--- src/rtl/stage_one_arbiter.sv ---
// Round-robin front end for the single shared stage-one unit (x/2, x^2, x->CORDIC).
// Serialises requesters onto the unit's start/done handshake with a done-watchdog.
module stage_one_arbiter #(
    parameter int unsigned NUM_REQ        = 4,
    parameter int unsigned FLT_DATA_WIDTH = 32,
    parameter int unsigned CORDIC_WIDTH   = 22,
    parameter int unsigned TIMEOUT        = 64,
    parameter int unsigned TIMEOUT_WIDTH  = 8
) (
    input  logic                              clk,
    input  logic                              rst,
    input  logic [NUM_REQ-1:0]                req,
    input  logic [NUM_REQ*FLT_DATA_WIDTH-1:0] x_in,
    output logic [NUM_REQ-1:0]                ack,
    output logic [NUM_REQ-1:0]                rsp_valid,
    output logic [FLT_DATA_WIDTH-1:0]         rsp_half,
    output logic [FLT_DATA_WIDTH-1:0]         rsp_square,
    output logic [CORDIC_WIDTH-1:0]           rsp_cordic,
    output logic                              rsp_error,
    output logic                              busy,
    output logic                              s1_start,
    output logic                              s1_clk_en,
    output logic                              s1_rst,
    output logic [FLT_DATA_WIDTH-1:0]         s1_x,
    input  logic [FLT_DATA_WIDTH-1:0]         s1_half,
    input  logic [FLT_DATA_WIDTH-1:0]         s1_square,
    input  logic [CORDIC_WIDTH-1:0]           s1_x_to_cordic,
    input  logic                              s1_done
);

    localparam int unsigned IDX_W = (NUM_REQ > 1) ? $clog2(NUM_REQ) : 1;

    typedef enum logic [1:0] {
        IDLE  = 2'd0,
        ISSUE = 2'd1,
        WAIT  = 2'd2,
        RESP  = 2'd3
    } state_t;

    state_t                    state;
    logic [IDX_W-1:0]          ptr;
    logic [IDX_W-1:0]          grant;
    logic [TIMEOUT_WIDTH-1:0]  watchdog;

    logic [IDX_W-1:0]          pick_idx;
    logic                      pick_found;
    logic [IDX_W-1:0]          cand_idx;
    int unsigned               cand;
    logic [IDX_W-1:0]          ptr_next;

    logic [FLT_DATA_WIDTH-1:0] x_arr [NUM_REQ];

    for (genvar g = 0; g < int'(NUM_REQ); g++) begin : g_xsplit
        assign x_arr[g] = x_in[g*FLT_DATA_WIDTH +: FLT_DATA_WIDTH];
    end

    // First pending requester at or after ptr, wrapping around.
    always_comb begin
        pick_idx   = ptr;
        pick_found = 1'b0;
        cand       = 0;
        cand_idx   = '0;
        for (int unsigned i = 0; i < NUM_REQ; i++) begin
            cand     = (32'(ptr) + i) % NUM_REQ;
            cand_idx = IDX_W'(cand);
            if (!pick_found && req[cand_idx]) begin
                pick_found = 1'b1;
                pick_idx   = cand_idx;
            end
        end
    end

    assign ptr_next = (grant == IDX_W'(NUM_REQ - 1)) ? '0 : grant + IDX_W'(1);

    // Sequencer: grant -> start pulse -> wait for done or watchdog -> respond.
    always_ff @(posedge clk or posedge rst) begin
        if (rst) begin
            state      <= IDLE;
            ptr        <= '0;
            grant      <= '0;
            watchdog   <= '0;
            ack        <= '0;
            rsp_valid  <= '0;
            rsp_half   <= '0;
            rsp_square <= '0;
            rsp_cordic <= '0;
            rsp_error  <= 1'b0;
            busy       <= 1'b0;
            s1_start   <= 1'b0;
            s1_clk_en  <= 1'b0;
            s1_rst     <= 1'b0;
            s1_x       <= '0;
        end else begin
            case (state)
                IDLE: begin
                    if (pick_found) begin
                        s1_x      <= x_arr[pick_idx];
                        grant     <= pick_idx;
                        ack       <= NUM_REQ'(1) << pick_idx;
                        s1_start  <= 1'b1;
                        s1_clk_en <= 1'b1;
                        busy      <= 1'b1;
                        state     <= ISSUE;
                    end
                end
                ISSUE: begin
                    ack       <= '0;
                    s1_start  <= 1'b0;
                    s1_clk_en <= 1'b0;
                    watchdog  <= '0;
                    ptr       <= ptr_next;
                    state     <= WAIT;
                end
                WAIT: begin
                    if (s1_done) begin
                        rsp_half   <= s1_half;
                        rsp_square <= s1_square;
                        rsp_cordic <= s1_x_to_cordic;
                        rsp_valid  <= NUM_REQ'(1) << grant;
                        rsp_error  <= 1'b0;
                        state      <= RESP;
                    end else if (watchdog == TIMEOUT_WIDTH'(TIMEOUT - 1)) begin
                        // Unit never answered: return zeros flagged as error and kick its reset.
                        rsp_half   <= '0;
                        rsp_square <= '0;
                        rsp_cordic <= '0;
                        rsp_valid  <= NUM_REQ'(1) << grant;
                        rsp_error  <= 1'b1;
                        s1_rst     <= 1'b1;
                        state      <= RESP;
                    end else begin
                        watchdog <= watchdog + TIMEOUT_WIDTH'(1);
                    end
                end
                RESP: begin
                    // Also gives the shared unit one cooldown cycle before the next start.
                    rsp_valid <= '0;
                    rsp_error <= 1'b0;
                    s1_rst    <= 1'b0;
                    busy      <= 1'b0;
                    state     <= IDLE;
                end
                default: state <= IDLE;
            endcase
        end
    end

endmodule

--- config.mk ---
export PLATFORM = sky130hd
export DESIGN_NAME = stage_one_arbiter
export DESIGN_NICKNAME = d
export VERILOG_FILES = /design/src/rtl/stage_one_arbiter.sv
export SDC_FILE = /design/constraint.sdc
export NUM_CORES = 1
export LEC_CHECK = 0
export CAP_MARGIN = 30
export CORE_AREA = 5 5 132 134
export CTS_CLUSTER_SIZE = 24
export DETAILED_ROUTE_END_ITERATION = 16
export DIE_AREA = 0 0 137 139
export GPL_ROUTABILITY_DRIVEN = 0
export PLACE_DENSITY = 0.86
export SLEW_MARGIN = 20
export SYNTH_ARGS = -nofsm -noshare
export SYNTH_HDL_FRONTEND = slang
export SYNTH_SLANG_ARGS = --single-unit
--- constraint.sdc ---
create_clock -name clk -period 13.1 [get_ports clk]
set_clock_uncertainty 0.05 [all_clocks]
set_input_delay 1.965 -clock clk [delete_from_list [all_inputs] [get_ports clk]]
set_output_delay 1.965 -clock clk [all_outputs]
set_load 0.02 [all_outputs]
# Word-level counts from Yosys, hierarchy flattened
# Cells that the tools add are included.
[op_classes]
add_sub_neg = 5
order_cmp = 5
eq_ne = 10
shifts = 2
mux = 44
bitwise_logic = 1
n_reduce_logical = 20
[op_table]
columns = ["op", "count"]
rows = [
  ["2-to-1 mux 32 bit", 5],
  ["binary-select mux 32 bit (select 2 bit)", 1],
  ["2-to-1 mux 22 bit", 2],
  ["2-to-1 mux 8 bit", 2],
  ["case mux 4 bit (2 select lines)", 2],
  ["case mux 8 bit (2 select lines)", 1],
  ["2-to-1 mux 2 bit", 7],
  ["less-than comparator 2 x 3 -> 1 bit, second input constant", 4],
  ["2-to-1 mux 1 bit", 12],
  ["2-to-1 mux 4 bit", 3],
  ["AND reduction 2 bit", 6],
  ["nonzero test 2 bit", 5],
  ["adder 8 x 1 -> 8 bit, second input constant", 1],
  ["binary-select mux 1 bit (select 2 bit)", 4],
  ["equality test 8 x 6 -> 1 bit, second input constant", 1],
  ["!= test 2 bit, second input constant", 4],
  ["case mux 1 bit (2 select lines)", 4],
  ["case mux 2 bit (4 select lines)", 1],
  ["left shift 1 x 2 -> 4 bit, first input constant", 2],
  ["equality test 2 bit, second input constant", 3],
  ["AND reduction 3 bit", 2],
  ["adder 2 x 1 -> 2 bit, second input constant", 2],
  ["adder 2 bit, second input constant", 2],
  [">= comparator 3 bit, second input constant", 1],
  ["6 further kinds", 10],
]
[word_totals]
ff_bits = 144
output_inout_bits = 131
elab_cells = 101

# Longest topological paths before layout
# Gate-level depths: netlist (run 1).
[depth]
ltp_word = 16
depth_mapped = 8
ltp_nobuf = 7

# Worst setup path before layout (run 1)
# OpenSTA, ideal clock, no wires.
[synth_path]
path_kind = "input to register"
from = "input req[0]"
to = "register s1_x[11]"
setup_time_ns = 0.129
t_arrival_ns = 3.205
t_required_ns = 12.921
setup_slack_ns = 9.716
path_stages = 7
path_buffers = 2
cell_sequence = "buf_6 -> and3b_1 -> or4_4 -> nand2_4 -> buf_12 -> mux2i_1 -> o22ai_2"
[synth_via]
elab_chain_len = 16
[synth_rtl]
columns = ["item", "line", "source"]
rows = [
  ["start, declared", "12", "input logic [NUM_REQ-1:0] req,"],
  ["binary-select mux 1 bit (select 2 bit)", "66", "if (!pick_found && req[cand_idx]) begin"],
  ["2-to-1 mux 1 bit (not written as such)", "66", ""],
  ["2-to-1 mux 1 bit", "66", ""],
  ["zero test 1 bit", "66", ""],
  ["logical AND 1 bit", "66", ""],
  ["2-to-1 mux 1 bit", "66", ""],
  ["zero test 1 bit", "66", ""],
  ["logical AND 1 bit", "66", ""],
  ["2-to-1 mux 1 bit", "66", ""],
  ["zero test 1 bit", "66", ""],
  ["logical AND 1 bit", "66", ""],
  ["2-to-1 mux 2 bit", "66", ""],
  ["NOT 2 -> 3 bit (not written as such)", "97", "s1_x <= x_arr[pick_idx];"],
  ["binary-select mux 32 bit (select 2 bit)", "97", ""],
  ["2-to-1 mux 32 bit (not written as such) (2 in a row)", "97", ""],
  ["end signal, assigned", "97", ""],
  ["end, declared", "24", "output logic [FLT_DATA_WIDTH-1:0] s1_x,"],
]
# Parallel ways exist; a longest one is shown, timed or not. The select of a mux whose other input is x is not followed.
# A chain may end at the register's enable or synchronous reset.

# Final worst setup path (run 1)
[layout_path]
from = "input req[1]"
to = "register s1_x[7]"
# Same word-level chain as after synthesis.

==> results of run 1 <==
## worst min path at each step
stage                                    start                    endpoint
finish              rsp_square[21]$_DFFE_PP0P_  rsp_square[21]$_DFFE_PP0P_
global route          rsp_half[15]$_DFFE_PP0P_    rsp_half[15]$_DFFE_PP0P_
CTS                   rsp_half[16]$_DFFE_PP0P_    rsp_half[16]$_DFFE_PP0P_
detailed placement  rsp_cordic[14]$_DFFE_PP0P_  rsp_cordic[14]$_DFFE_PP0P_
global placement      rsp_half[17]$_DFFE_PP0P_    rsp_half[17]$_DFFE_PP0P_
floorplan              watchdog[0]$_DFFE_PP0P_     watchdog[0]$_DFFE_PP0P_
## registers in the layout (all words and copies together) (netlist names)
| signal | cells |
|---|---|
| grant | 2 |
| s1_x | 32 |
| rsp_square | 32 |
| rsp_half | 32 |
| watchdog | 8 |
| rsp_error | 1 |
| state | 2 |
| rsp_cordic | 22 |
| ack | 4 |
| s1_clk_en | 1 |
| busy | 1 |
| ptr | 2 |
| s1_rst | 1 |
| rsp_valid | 4 |
## through the flow
step	util, %	setup slack, ps	power [mW]	instance area (sq um)	std cells
after floorplan	-	7220	1.58	6970	609
after global placement	65.0	8600	2.14	10500	1129
after detailed placement	65.0	8660	2.17	10500	1129
after CTS	68.5	9110	2.65	11100	1160
after global routing	68.6	8950	2.78	11100	1163
final	68.6	9060	2.63	11100	1163
## power groups by stage
stage	sequential [mW]	clock (mW)	combinational, mW
3_3_place_gp	0.781	0	1.36
3_5_place_dp	0.788	0	1.38
5_1_grt	0.815	0.494	1.47
2_1_floorplan	0.991	0	0.588
6_report	0.789	0.462	1.38
4_1_cts	0.787	0.471	1.39
## metal layers
metal | up-vias | GRT usage, % | share of wire (%)
met1 | 3274 | 30.9 | 39
met5 | - | 0 | 0
met2 | 253 | 41.3 | 52
met3 | 47 | 5.95 | 6.8
met4 | 0 | 9.45 | 2.7
li1 | 2972 | - | -
## kinds of logic after synthesis
family	count (synthesis)	synth area share (%)
AOI/OAI and AO/OA	257	30.3
DFF	144	51.7
and+or+nand+nor	113	8.35
buffers and inverters	67	5.39
muxes	14	2.05
adders and majority gates	9	1.62
xor gates and xnor gates	5	0.628
## cells in the final DEF, fill, tap and decap left out, types with 9 or more instances in the layout
master and instances:
a21oi_1 32, a221o_1 21, a221oi_2 9, a22o_1 86, buf_4 9, clkbuf_16 17
clkdlybuf4s50_1 351, dfrtp_1 144, ha_1 9, mux2i_1 12, nand2_1 24, nand3_1 25
nor2_1 26, nor2b_1 16, o211ai_1 21, o21ai_0 27, o22a_1 22, o22ai_2 9
## area by class of cell
class,instances,area (sq um)
antenna,2,5.00
sequential,144,3600
timing repair buffer,361,3590
clock inverter,10,86.3
clock buffer,21,470
fill,1185,5080
tap,220,275
multi-input combinational,398,3030
inverter,7,31.3
## critical path, stage by stage
cell,delay [ps]
clkdlybuf4s50_1,770
nor2_1,230
nand2_1,120
nand3_1,510
a221oi_2,570
o22ai_2,110
==> impl_metrics.py, run 1 <==
metrics = {
    "detailed_routing": {
        "first_pass_iters": 4,
        "route.vias.total": 6546,
        "post_drt_wl_per_cell_um": 20.9,
        "viasPerCell": 5.63,
        "drt_wl_total_um": 24300,
        "drc": 0,
        "drt_first_iter_violations": 478,
        "final_antenna_net_count": 0,
    },
    "pwr": {
        "power_frac_clock_pct": 17.5,
        "ir_worst_vdd_mv": 0.175,
        "power_frac_seq_pct": 29.9,
        "combPwrFrac_pct": 52.6,
        "netSwitchingPower_mw": 1.04,
        "internal-power_mw": 1.60,
        "netSwitchingFraction_pct": 39.4,
        "p_leak_nw": 4.63,
        "power_per_cell_area_nw_per_um2": 238,
    },
    "sta": {
        "setup_violations": 0,
        "slew_headroom_pct": 38.8,
        "period_minus_slack_ps": 4040,
        "max_freq_ghz": 0.248,
        "slew_viol_final": 0,
        "tns_ps": 0,
        "period_share_pct": 30.8,
        "hold_viol": 0,
        "rsz0062_at_grt": "false",
        "worst_pin_slew_ps": 918,
        "holdWs_ps": 446,
    },
    "yosys": {
        "synth_cells": 609,
        "synth.most_common_cell": "dfrtp_1",
        "ys_ff_latch": 144,
        "synth_edf_count": 0,
        "synth_largest_area_cell": "dfrtp_1",
        "syn_area_sq_um": 6970,
        "syn-num-nets": 839,
        "ys_top_cells_by_area": "dfrtp_1, a22o_1, a221o_1, o22a_1, a21oi_1",
        "synth_commonest_cells": "dfrtp_1, a22o_1, a21oi_1, clkbuf_1, o21ai_0",
        "ys.flop_type": "dfrtp_1",
        "yosysSeqAreaShare_pct": 51.7,
        "syn_area_per_cell_sq_um": 11.4,
        "yosys_warnings": 0,
        "synth_top_area_share_pct": 51.7,
        "synth.distinct_cells": 59,
        "synthArstFlopShare_pct": 100,
    },
    "clock_tree": {
        "tritoncts": "built",
        "root_buffer": "clkbuf_16",
        "clk_pin_slew_ps": 60,
        "cts_setup_buffers": 0,
        "cts_max_level": 4,
        "clockBufferDepth": 2,
        "cts_resized": 0,
        "clk_latency_ps": 410,
        "numCtsBuffers": 17,
        "clock_sinks": 144,
        "cts_hold_buf": 0,
    },
    "min_path": {
        "whs_path_depth": 1,
        "hold_class": "reg -> reg",
    },
    "floorplanning": {
        "core-area_sq_um": 16200,
        "chipHeight_um": 139,
        "start_util_pct": 43.1,
        "die_area_sq_um": 19000,
        "pin_count": 352,
        "die_width_um": 137,
        "num_rows": 47,
    },
    "setup_path": {
        "cp_data_arrival_time_ps": 4280,
        "end_kind": "flop",
        "worstSetupPathType": "in -> reg",
        "cp-start-kind": "primary input",
        "endpoint": "s1_x[7]$_DFFE_PP0P_",
        "r2r-start": "state[0]$_DFFE_PP0P_",
        "cp-startpoint": "req[1]",
        "r2r.worst_path.cells": 5,
        "r2r-end": "rsp_half[14]$_DFFE_PP0P_",
        "crit_required_ps": 13350,
        "r2r_slack_ps": 10730,
        "crit_fanout": 15,
    },
    "grt": {
        "grt_pass1_wl_um": 36700,
        "grt_pass1_vias": 6406,
        "grt-ovfl-total": 0,
        "antenna_found_initial": 2,
        "grt_max_degree": 87,
        "grt_use_total_pct": 24.8,
    },
    "outcome": {
        "status": "finished clean",
    },
    "final_layout": {
        "syn2layout_area_growth_pct": 59.1,
        "layout-drive-gt1-share_pct": 7.97,
        "nNetsFinal": 1159,
    },
    "job": {
        "drv_cap": 0,
    },
    "placed_design": {
        "numPortBuffers": 351,
        "dp.final_hpwl_um": 17300,
    },
}
No activity file was read; power rests on OpenSTA's default activity.
==> run 2: changes to the inputs <==
--- a/config.mk
+++ b/config.mk
@@ -6,12 +6,12 @@
 export NUM_CORES = 1
 export LEC_CHECK = 0
 export CAP_MARGIN = 30
-export CORE_AREA = 5 5 132 134
+export CORE_AREA = 5 5 137 139
 export CTS_CLUSTER_SIZE = 24
 export DETAILED_ROUTE_END_ITERATION = 16
-export DIE_AREA = 0 0 137 139
+export DIE_AREA = 0 0 142 144
 export GPL_ROUTABILITY_DRIVEN = 0
-export PLACE_DENSITY = 0.86
+export PLACE_DENSITY = 0.81
 export SLEW_MARGIN = 20
 export SYNTH_ARGS = -nofsm -noshare
 export SYNTH_HDL_FRONTEND = slang
==> constraint.sdc (replaced) <==
create_clock -name clk -period 4.2 [get_ports clk]
set_clock_uncertainty 0.05 [all_clocks]
set_input_delay 0.63 -clock clk [delete_from_list [all_inputs] [get_ports clk]]
set_output_delay 0.63 -clock clk [all_outputs]
set_load 0.02 [all_outputs]
==> run 2 against run 1 <==
Power grew to 3.1 times the previous value. Critical endpoint is now s1_x[27]$_DFFE_PP0P_. Largest cell class is now non-clock buffers. First-iteration DRC count shrank 16%. Clock power grew to 3.2 times the previous value. Core utilization down 4.8 points. Count of clock-buffer cells in the layout shrank 1. Worst setup slack lost 7600 ps. Die area increased by 7.4%. Global-route usage shrank 2.6 points. Highest routed layer unchanged. Hold slack barely moved. Sequential power grew to 3.1 times the previous value. Final area up 0.90%.
==> impl_metrics.py, run 2 (same netlist as run 1, synthesis figures left out) <==
metrics = {
    "detailed_routing": {
        "drt_first_iter_violations": 401,
        "drc": 0,
        "post_drt_wl_per_cell_um": 20.1,
        "route.vias.total": 6484,
        "final_antenna_net_count": 0,
        "first_pass_iters": 5,
        "drt_wl_total_um": 23600,
        "viasPerCell": 5.51,
    },
    "pwr": {
        "netSwitchingFraction_pct": 39.2,
        "combPwrFrac_pct": 52.6,
        "power_frac_clock_pct": 18.0,
        "finalPower_mw": 8.30,
        "p_leak_nw": 4.67,
        "power_per_cell_area_nw_per_um2": 741,
        "netSwitchingPower_mw": 3.26,
        "internal-power_mw": 5.04,
        "ir_worst_vdd_mv": 0.367,
        "power_frac_seq_pct": 29.4,
    },
    "floorplanning": {
        "num_rows": 49,
        "chipHeight_um": 144,
        "die_width_um": 142,
        "die_area_sq_um": 20400,
        "start_util_pct": 39.7,
        "core-area_sq_um": 17500,
        "pin_count": 352,
    },
    "placed_design": {
        "dp.final_hpwl_um": 17100,
        "numPortBuffers": 351,
        "dp.cells": 1144,
    },
    "grt": {
        "grt_pass1_vias": 6524,
        "grt_pass1_wl_um": 36000,
        "grt_use_total_pct": 22.1,
        "grt-ovfl-total": 0,
        "grt_max_degree": 87,
        "antenna_found_initial": 0,
    },
    "sta": {
        "hold_viol": 0,
        "slew_headroom_pct": 36.3,
        "period_minus_slack_ps": 2710,
        "period_share_pct": 64.6,
        "holdWs_ps": 446,
        "max_freq_ghz": 0.368,
        "worst_pin_slew_ps": 956,
        "tns_ps": 0,
        "slew_viol_final": 0,
        "rsz0062_at_grt": "false",
        "setup_violations": 0,
    },
    "setup_path": {
        "cp_data_arrival_time_ps": 2960,
        "end_kind": "flop",
        "cp-start-kind": "primary input",
        "crit_required_ps": 4450,
        "worstSetupPathType": "in -> reg",
        "crit_fanout": 15,
    },
    "clock_tree": {
        "root_buffer": "clkbuf_16",
        "clockBufferDepth": 2,
        "clk_latency_ps": 420,
        "tritoncts": "built",
        "clk_pin_slew_ps": 60,
        "cts_setup_buffers": 0,
        "clock_sinks": 144,
        "cts_max_level": 4,
        "cts_hold_buf": 0,
        "numCtsBuffers": 17,
        "cts_resized": 0,
    },
    "final_layout": {
        "final_cell_mix": "clkdlybuf4s50_1, dfrtp_1, a22o_1",
        "top_regs": "rsp_half (32), rsp_square (32), s1_x (32)",
        "antenna_cells": 0,
        "fin_util_pct": 63.8,
        "syn2layout_area_growth_pct": 60.6,
        "final_common_cell": "clkdlybuf4s50_1",
        "nNetsFinal": 1164,
        "layout-drive-gt1-share_pct": 8.55,
        "layout.cells.non_filler": 1176,
    },
    "outcome": {
        "status": "finished clean",
    },
    "job": {
        "drv_cap": 0,
    },
    "min_path": {
        "hold_class": "reg -> reg",
    },
}
-- run 2: worst max-delay path: stages --
cell	delay, ps
clkdlybuf4s50_1	790
nor2_1	220
nand2_1	110
nand3_1	560
a221oi_2	530
o22ai_2	110
-- run 2: power groups by stage --
stage | Combinational, mW | Clock (mW) | Sequential, mW
6_report | 4.37 | 1.49 | 2.44
5_1_grt | 4.63 | 1.59 | 2.53
4_1_cts | 4.40 | 1.53 | 2.44
3_5_place_dp | 4.37 | 0 | 2.45
3_3_place_gp | 4.29 | 0 | 2.42
2_1_floorplan | 1.83 | 0 | 3.09
-- run 2: final timing paths --
path,startpoint,end,slack [ps],cells past startpoint
hold / removal,rsp_half[31]$_DFFE_PP0P_,rsp_half[31]$_DFFE_PP0P_,450,1
max in group asynchronous,rst,s1_x[14]$_DFFE_PP0P_,2820,3
min in group asynchronous,rst,rsp_valid[0]$_DFFE_PP0P_,500,2
hold reg to reg,rsp_half[31]$_DFFE_PP0P_,rsp_half[31]$_DFFE_PP0P_,450,1
setup reg to reg,ptr[0]$_DFFE_PP0P_,s1_x[8]$_DFFE_PP0P_,1830,5
setup / recovery,req[1],s1_x[27]$_DFFE_PP0P_,1490,6
-- run 2: cell type report --
type / instances / area (sq um)
sequential: 144 / 3600
clock buffer: 20 / 467
timing repair buffer: 366 / 3660
clock inverter: 12 / 123
tap: 229 / 287
multi-input combinational: 398 / 3020
inverter: 7 / 30.0
fill: 1396 / 6340
-- run 2: through the flow --
step	setup WS, ps	area (sq um)
2_1_floorplan	1710	6970
3_3_place_gp	996	10600
3_5_place_dp	1120	10600
4_1_cts	1540	11200
5_1_grt	1360	11200
6_report	1490	11200
-- run 2: per-layer routing --
metal	track usage [%]	wire, um
met4	8.38	703
met1	28.9	9760
met3	4.83	1490
met2	36.2	11700
met5	0	0
